File: src/rtl/mem_arbiter_pkg.sv
// mem_arbiter_pkg
//   Shared definitions for the Data_Memory port arbiter.
//   - REG_LEN / DM_UNIT_MASK mirror the CPU-wide address width and line mask,
//     and they supply the default address and line widths.
//   - arb_state_t is the arbiter FSM encoding: IDLE, GNT0 and GNT1.
//   - grant_of() turns a state into the one-hot owner vector.
package mem_arbiter_pkg;

  localparam int REG_LEN      = 32;
  localparam int DM_UNIT_MASK = 255;

  localparam int ARB_ADDR_W = REG_LEN;
  localparam int ARB_DATA_W = DM_UNIT_MASK + 1;

  typedef enum logic [1:0] {
    ARB_IDLE = 2'd0,
    ARB_GNT0 = 2'd1,
    ARB_GNT1 = 2'd2
  } arb_state_t;

  // Bit 0 is set when port 0 owns memory, bit 1 when port 1 owns it.
  // The result is 00 while the arbiter is idle.
  function automatic logic [1:0] grant_of(input arb_state_t s);
    return {s == ARB_GNT1, s == ARB_GNT0};
  endfunction

endpackage

File: src/rtl/mem_arbiter_watchdog.sv
// arb_watchdog
//   Watchdog that flags a memory which never acknowledges. It holds a
//   saturating wait counter and a sticky error flag.
//   Ports:
//     clk_i, rst_i : clock and synchronous active-high reset
//     clear        : restart the count (a grant is being issued)
//     count_en     : a grant cycle that passed without an ack
//     timeout      : sticky error; only rst_i clears it
module arb_watchdog #(
  parameter int TIMEOUT = 64
) (
  input  logic clk_i,
  input  logic rst_i,
  input  logic clear,
  input  logic count_en,
  output logic timeout
);

  localparam int CNT_W = $clog2(TIMEOUT + 1);

  // count holds the number of ack-less grant cycles already completed.
  // The cycle in progress is therefore grant cycle count+1.
  // The flag is set at the end of grant cycle TIMEOUT-1, so timeout is
  // already high during grant cycle TIMEOUT.
  // The counter stops at TIMEOUT-1. Counting past that point adds nothing.
  localparam logic [CNT_W-1:0] CNT_MAX  = CNT_W'(TIMEOUT - 1);
  localparam logic [CNT_W-1:0] CNT_TRIP = CNT_W'(TIMEOUT - 2);

  logic [CNT_W-1:0] count;

  always_ff @(posedge clk_i) begin
    if (rst_i) begin
      count   <= '0;
      timeout <= 1'b0;
    end else begin
      if (clear) begin
        count <= '0;
      end else if (count_en && (count != CNT_MAX)) begin
        count <= count + CNT_W'(1);
      end
      if (count_en && (count >= CNT_TRIP)) begin
        timeout <= 1'b1;
      end
    end
  end

endmodule

File: src/rtl/mem_arbiter.sv
// mem_arbiter
//   Shares one Data_Memory port between two cache-refill masters, using
//   round-robin arbitration. Port 0 is the dcache controller and port 1 is
//   the icache refill.
//   Ports:
//     clk_i, rst_i          clock and synchronous active-high reset
//     mX_enable_i           request; the master holds it high until mX_ack_o
//     mX_write_i            1 = line write, 0 = line read
//     mX_addr_i, mX_data_i  line address and write data
//     mX_ack_o              single-cycle completion pulse, sent to the owner only
//     mX_data_o             read data, broadcast from memory
//     mem_*                 toward data_memory; held stable for the whole grant
//     grant_o               one-hot owner; 00 when idle (this also exposes FSM state)
//     timeout_o             sticky watchdog error
//   Handshake: a master raises enable and holds it. The arbiter latches that
//   request on the grant edge and keeps mem_enable_o high until it samples
//   mem_ack_i. In the same cycle as that ack, the owner gets mX_ack_o.
//   Enable falls at the ack edge. At least one idle cycle always follows a
//   transaction before the next grant.
module mem_arbiter
  import mem_arbiter_pkg::*;
#(
  parameter int ADDR_W  = ARB_ADDR_W,
  parameter int DATA_W  = ARB_DATA_W,
  parameter int TIMEOUT = 64
) (
  input  logic              clk_i,
  input  logic              rst_i,

  input  logic              m0_enable_i,
  input  logic              m0_write_i,
  input  logic [ADDR_W-1:0] m0_addr_i,
  input  logic [DATA_W-1:0] m0_data_i,
  output logic              m0_ack_o,
  output logic [DATA_W-1:0] m0_data_o,

  input  logic              m1_enable_i,
  input  logic              m1_write_i,
  input  logic [ADDR_W-1:0] m1_addr_i,
  input  logic [DATA_W-1:0] m1_data_i,
  output logic              m1_ack_o,
  output logic [DATA_W-1:0] m1_data_o,

  output logic              mem_enable_o,
  output logic              mem_write_o,
  output logic [ADDR_W-1:0] mem_addr_o,
  output logic [DATA_W-1:0] mem_data_o,
  input  logic              mem_ack_i,
  input  logic [DATA_W-1:0] mem_data_i,

  output logic [1:0]        grant_o,
  output logic              timeout_o
);

  arb_state_t state, state_d;
  logic       last;       // port that received the most recent grant
  logic       grant_now;  // IDLE is issuing a grant on this edge
  logic       pick1;      // the grant being issued goes to port 1
  logic       in_grant;

  assign in_grant = (state == ARB_GNT0) || (state == ARB_GNT1);

  // Next-state and round-robin pick. When both ports request, the grant
  // goes to the port that did not win last time.
  always_comb begin
    state_d   = state;
    grant_now = 1'b0;
    pick1     = 1'b0;
    case (state)
      ARB_IDLE: begin
        if (m0_enable_i || m1_enable_i) begin
          grant_now = 1'b1;
          pick1     = m1_enable_i && (!m0_enable_i || !last);
          state_d   = pick1 ? ARB_GNT1 : ARB_GNT0;
        end
      end
      ARB_GNT0, ARB_GNT1: begin
        if (mem_ack_i) state_d = ARB_IDLE;
      end
      default: state_d = ARB_IDLE;
    endcase
  end

  // mem_* outputs come only from the copy latched at grant time. A master
  // that changes or drops its inputs during the grant has no effect.
  always_ff @(posedge clk_i) begin
    if (rst_i) begin
      state        <= ARB_IDLE;
      last         <= 1'b1;
      mem_enable_o <= 1'b0;
      mem_write_o  <= 1'b0;
      mem_addr_o   <= '0;
      mem_data_o   <= '0;
    end else begin
      state <= state_d;
      if (grant_now) begin
        mem_enable_o <= 1'b1;
        mem_write_o  <= pick1 ? m1_write_i : m0_write_i;
        mem_addr_o   <= pick1 ? m1_addr_i  : m0_addr_i;
        mem_data_o   <= pick1 ? m1_data_i  : m0_data_i;
      end else if (in_grant && mem_ack_i) begin
        mem_enable_o <= 1'b0;
        last         <= (state == ARB_GNT1);
      end
    end
  end

  // An ack that arrives while idle is never forwarded to a master.
  assign m0_ack_o  = mem_ack_i && (state == ARB_GNT0);
  assign m1_ack_o  = mem_ack_i && (state == ARB_GNT1);
  assign m0_data_o = mem_data_i;
  assign m1_data_o = mem_data_i;
  assign grant_o   = grant_of(state);

  arb_watchdog #(
    .TIMEOUT (TIMEOUT)
  ) u_watchdog (
    .clk_i    (clk_i),
    .rst_i    (rst_i),
    .clear    (grant_now),
    .count_en (in_grant && !mem_ack_i),
    .timeout  (timeout_o)
  );

endmodule

File: config.mk
export PLATFORM = sky130hd
export DESIGN_NAME = mem_arbiter
export DESIGN_NICKNAME = d
export VERILOG_FILES = /design/src/rtl/mem_arbiter_pkg.sv /design/src/rtl/mem_arbiter_watchdog.sv /design/src/rtl/mem_arbiter.sv
export SDC_FILE = /design/constraint.sdc
export NUM_CORES = 1
export LEC_CHECK = 0
export CORE_AREA = 5 5 645 647
export DETAILED_ROUTE_END_ITERATION = 6
export DIE_AREA = 0 0 650 652
export GPL_ROUTABILITY_DRIVEN = 0
export PLACE_DENSITY = 0.32
export SLEW_MARGIN = 20
export SYNTH_ARGS = -nofsm -noshare
export SYNTH_HDL_FRONTEND = slang
export SYNTH_HIERARCHICAL = 1
export SYNTH_SLANG_ARGS = --single-unit
File: constraint.sdc
create_clock -name clk_i -period 4.2 [get_ports clk_i]
set_clock_uncertainty 0.1 [all_clocks]
set_input_delay 0.63 -clock clk_i [delete_from_list [all_inputs] [get_ports clk_i]]
set_output_delay 0.63 -clock clk_i [all_outputs]
set_load 0.01 [all_outputs]
==> impl_results.md <==
* Status: finished, final reports clean
* GRT Total Usage at 10.4%
* Drt wl/cell at 30.0 um
* R2r startpoint: state[1]
* Post-synthesis sequential area ratio at 35.4%
* WHS Endpoint: u_watchdog/count[6]
* Top-Level Pins at 1646
* Core area at 409000 um^2
* Clock power frac at 35.6%
* Final setup violating endpoints at 0
* Hold depth at 2
* Slowest cell on the critical path: clkdlybuf4s50_1
* Cell depth of the worst flop-to-flop path at 7
* Internal power at 0.00747 W
* Final slew viol count at 0
* Post-CTS Setup Repair Bufs at 0
* Main combinational cell family by area after synthesis: buffers and inverters
* Pre-CTS setup slack at 0.866 ns
* TritonCTS Buffers at 50
* H-tree depth at 2
* Post-synthesis compound-gate area fraction at 28.5%
* Buffers on Ports at 877
* Rel. slew slack at 28.7%
* DRT Wirelength at 231000 um
* Kind of start point of the critical path: register
* Buffers from clock root to sink, at most at 3
* Post-DP HPWL at 203000 um
* Die area at 424000 um^2
* FMAX at 336 MHz
* Share of cells above drive strength 1 at 5.91%
* Post-synthesis sequential element count at 301
* RSZ-0062 raised after global routing: false
* Ys flop type: dfxtp_1
* Max cap viols at 0
* Mapped cell area at 17000 um^2
* Sw Share at 39.5%
* Grt ovf at 0
* Clock sinks at 301
* Antenna violations before repair at 39
* Iteration-0 DRC Markers at 1147
* Critical path start-end classification: reg2out
* Post-Synth Simple-Gate Area at 0.853%
* Layout Nets at 3036
* Async SR Flop Fraction at 0%
* Sw power at 0.00488 W
* Pre-antenna DRT Iters at 6
* CP bufs+invs at 1
* Hold_buf cts at 0
* Post-synth EDFFs at 0
* Leak pwr at 9.26 nW
* Fin. Hold Viols at 0
* DRC violations left at 0
* Post-layout min period at 2.98 ns
* TNS Setup at 0 ns
* Worst endpoint data arrival time at 2.25 ns
* Flop pwr share at 29.3%
* Worst-Skew Late Latency at 0.69 ns
* Vias in the first global route at 17400
* Synth Area in XOR/XNOR at 0%
* Synth Area in Adders at 0.368%
* Synth Instances at 1902
* Worst EP required at 3.47 ns
* Worst setup EP type: output port
* Peak per-stage delay on the critical path at 1.15 ns
* Post-synthesis cell type count at 37
* CTS tree: built
* Worst VDD drop at 288 uV
* Layout area overhead at 75.6%
* Die height at 652 um
* # fillers at 47700
* Largest net degree at the start of global routing at 133
* Synth warn at 6
* Multiplexer area fraction after synthesis at 0.118%
* Pwr Density at 413 nW/um^2
* Crit share post-route at 70.9%
* DR vias/cell at 2.17
* Hold crit path type: reg2reg
* Via Count at 16700
* Worst path top cell family by delay: buffers and inverters
* Crit path from: mem_data_o[58]
* Worst-margin pin slew at 1.07 ns
* Placed cell count at 7591
* Die X at 650 um
* Setup ws final at 1.22 ns
* Fin cells at 7688
* Post-CTS sizing at 0
* Worst min-delay path startpoint: u_watchdog/count[6]
* Synth Area per Inst at 8.95 um^2
* Global-route wire length before repair at 271000 um
* Row count at 235
* Initial Utilization at 4.16%
* Antenna-violating nets left at 0
* Clock transition at path regs at 0.06 ns
* RR Endpoint: mem_data_o[210]
* Root Buffer: clkbuf_16
* Combinational Power Share at 35.1%
* R2R setup slack at 1.43 ns
* Crit-path max FO at 2
* CP cell instances: clkdlybuf4s50_1
* Syn_nets at 2746
==> state kept, by name, summed over array words and instances (netlist names) <==
| signal | flops |
|---|---|
| u_watchdog/timeout | 1 |
| mem_write_o | 1 |
| state | 2 |
| last | 1 |
| mem_enable_o | 1 |
| u_watchdog/count | 7 |
| mem_data_o | 256 |
| mem_addr_o | 32 |
==> cell families (layout without fill, tap and decap cells) <==
logic type / after synthesis / count (layout)
compound gates: 599 / 599
other cells: 0 / 4
buf+inv: 968 / 1299
fa+ha+maj: 5 / 5
simple gates: 27 / 27
flops: 301 / 301
mux: 2 / 2
==> Yosys cell counts (all sizes together) (2+ instances only) <==
library cell / number / area share (%)
buf: 591 / 26
dfxtp: 301 / 35
inv: 297 / 6.6
a211oi: 289 / 13
o32ai: 289 / 15
clkbuf: 80 / 1.8
nand2: 11 / 0.24
ha: 5 / 0.37
o21ai: 4 / 0.12
a21oi: 3 / 0.088
a31oi: 3 / 0.11
and4: 3 / 0.16
a21boi: 2 / 0.088
a41oi: 2 / 0.10
and2: 2 / 0.074
mux2i: 2 / 0.12
nor2: 2 / 0.044
nor2b: 2 / 0.074
==> area by class of cell <==
cell class	count	area (um^2)	area share (%)
Multi-Input combinational cell	633	5090	17.0
Antenna cell	4	10.0	0.0335
Tap cell	5451	6820	22.8
Sequential cell	301	6030	20.2
Clock buffer	70	1430	4.77
Clock inverter	23	224	0.750
Timing Repair Buffer	909	9150	30.6
Inverter	297	1130	3.78
==> power by group through the flow <==
stage                     Clock (W)  Sequential (W)  Combinational [W]
after floorplan                   0         0.00373            0.00178
after global placement            0         0.00368            0.00460
after detailed placement          0         0.00368            0.00459
after CTS                   0.00468         0.00363            0.00462
after global routing        0.00474         0.00366            0.00475
final                       0.00439         0.00362            0.00434
==> worst register-to-register path, stage by stage (launching register included) <==
cell and delay [ns]:
dfxtp_1 0.33, inv_1 0.09, ha_1 0.31, o21ai_0 0.36, inv_8 0.52, buf_4 0.55, o32ai_1 0.18, a211oi_1 0.25
==> worst max path at each step <==
stage	endpoint	depth (start not counted)	slack, ns
floorplan	u_watchdog/count[3]	6	2.28
global placement	mem_data_o[187]	6	0.89
detailed placement	u_watchdog/count[3]	6	0.87
CTS	mem_data_o[247]	1	1.02
global route	mem_data_o[58]	1	1.08
finish	mem_data_o[58]	1	1.22
==> metrics by stage <==
stage / utilization (%) / hold slack (ns) / area, um^2 / power, W
finish: 7.30 / 0.357 / 29900 / 0.0124
detailed placement: 6.90 / 0.344 / 28200 / 0.00827
CTS: 7.30 / 0.235 / 29900 / 0.0129
global placement: 6.90 / 0.356 / 28200 / 0.00827
floorplan: - / 0.325 / 17000 / 0.00551
global route: 7.30 / 0.286 / 29900 / 0.0132
==> layer usage <==
metal	up-vias	wire (um)	global-route usage, %
met1	7960	65900	8.63
met4	16	9600	3.88
li1	6919	-	-
met2	1448	107000	17.0
met5	-	400	0.611
met3	320	47900	9.94
==> placed cells by master (no fill, tap or decap), types with 5 or more instances in the layout <==
cell	n
ha_1	5
buf_4	25
nand2_1	11
clkbuf_8	10
clkbuf_16	50
clkdlybuf4s50_1	868
buf_12	12
dfxtp_1	301
clkinv_2	6
inv_1	294
a211oi_1	289
clkbuf_1	10
clkinv_4	5
inv_6	5
o32ai_1	289
No activity file was read; power rests on OpenSTA's default activity.
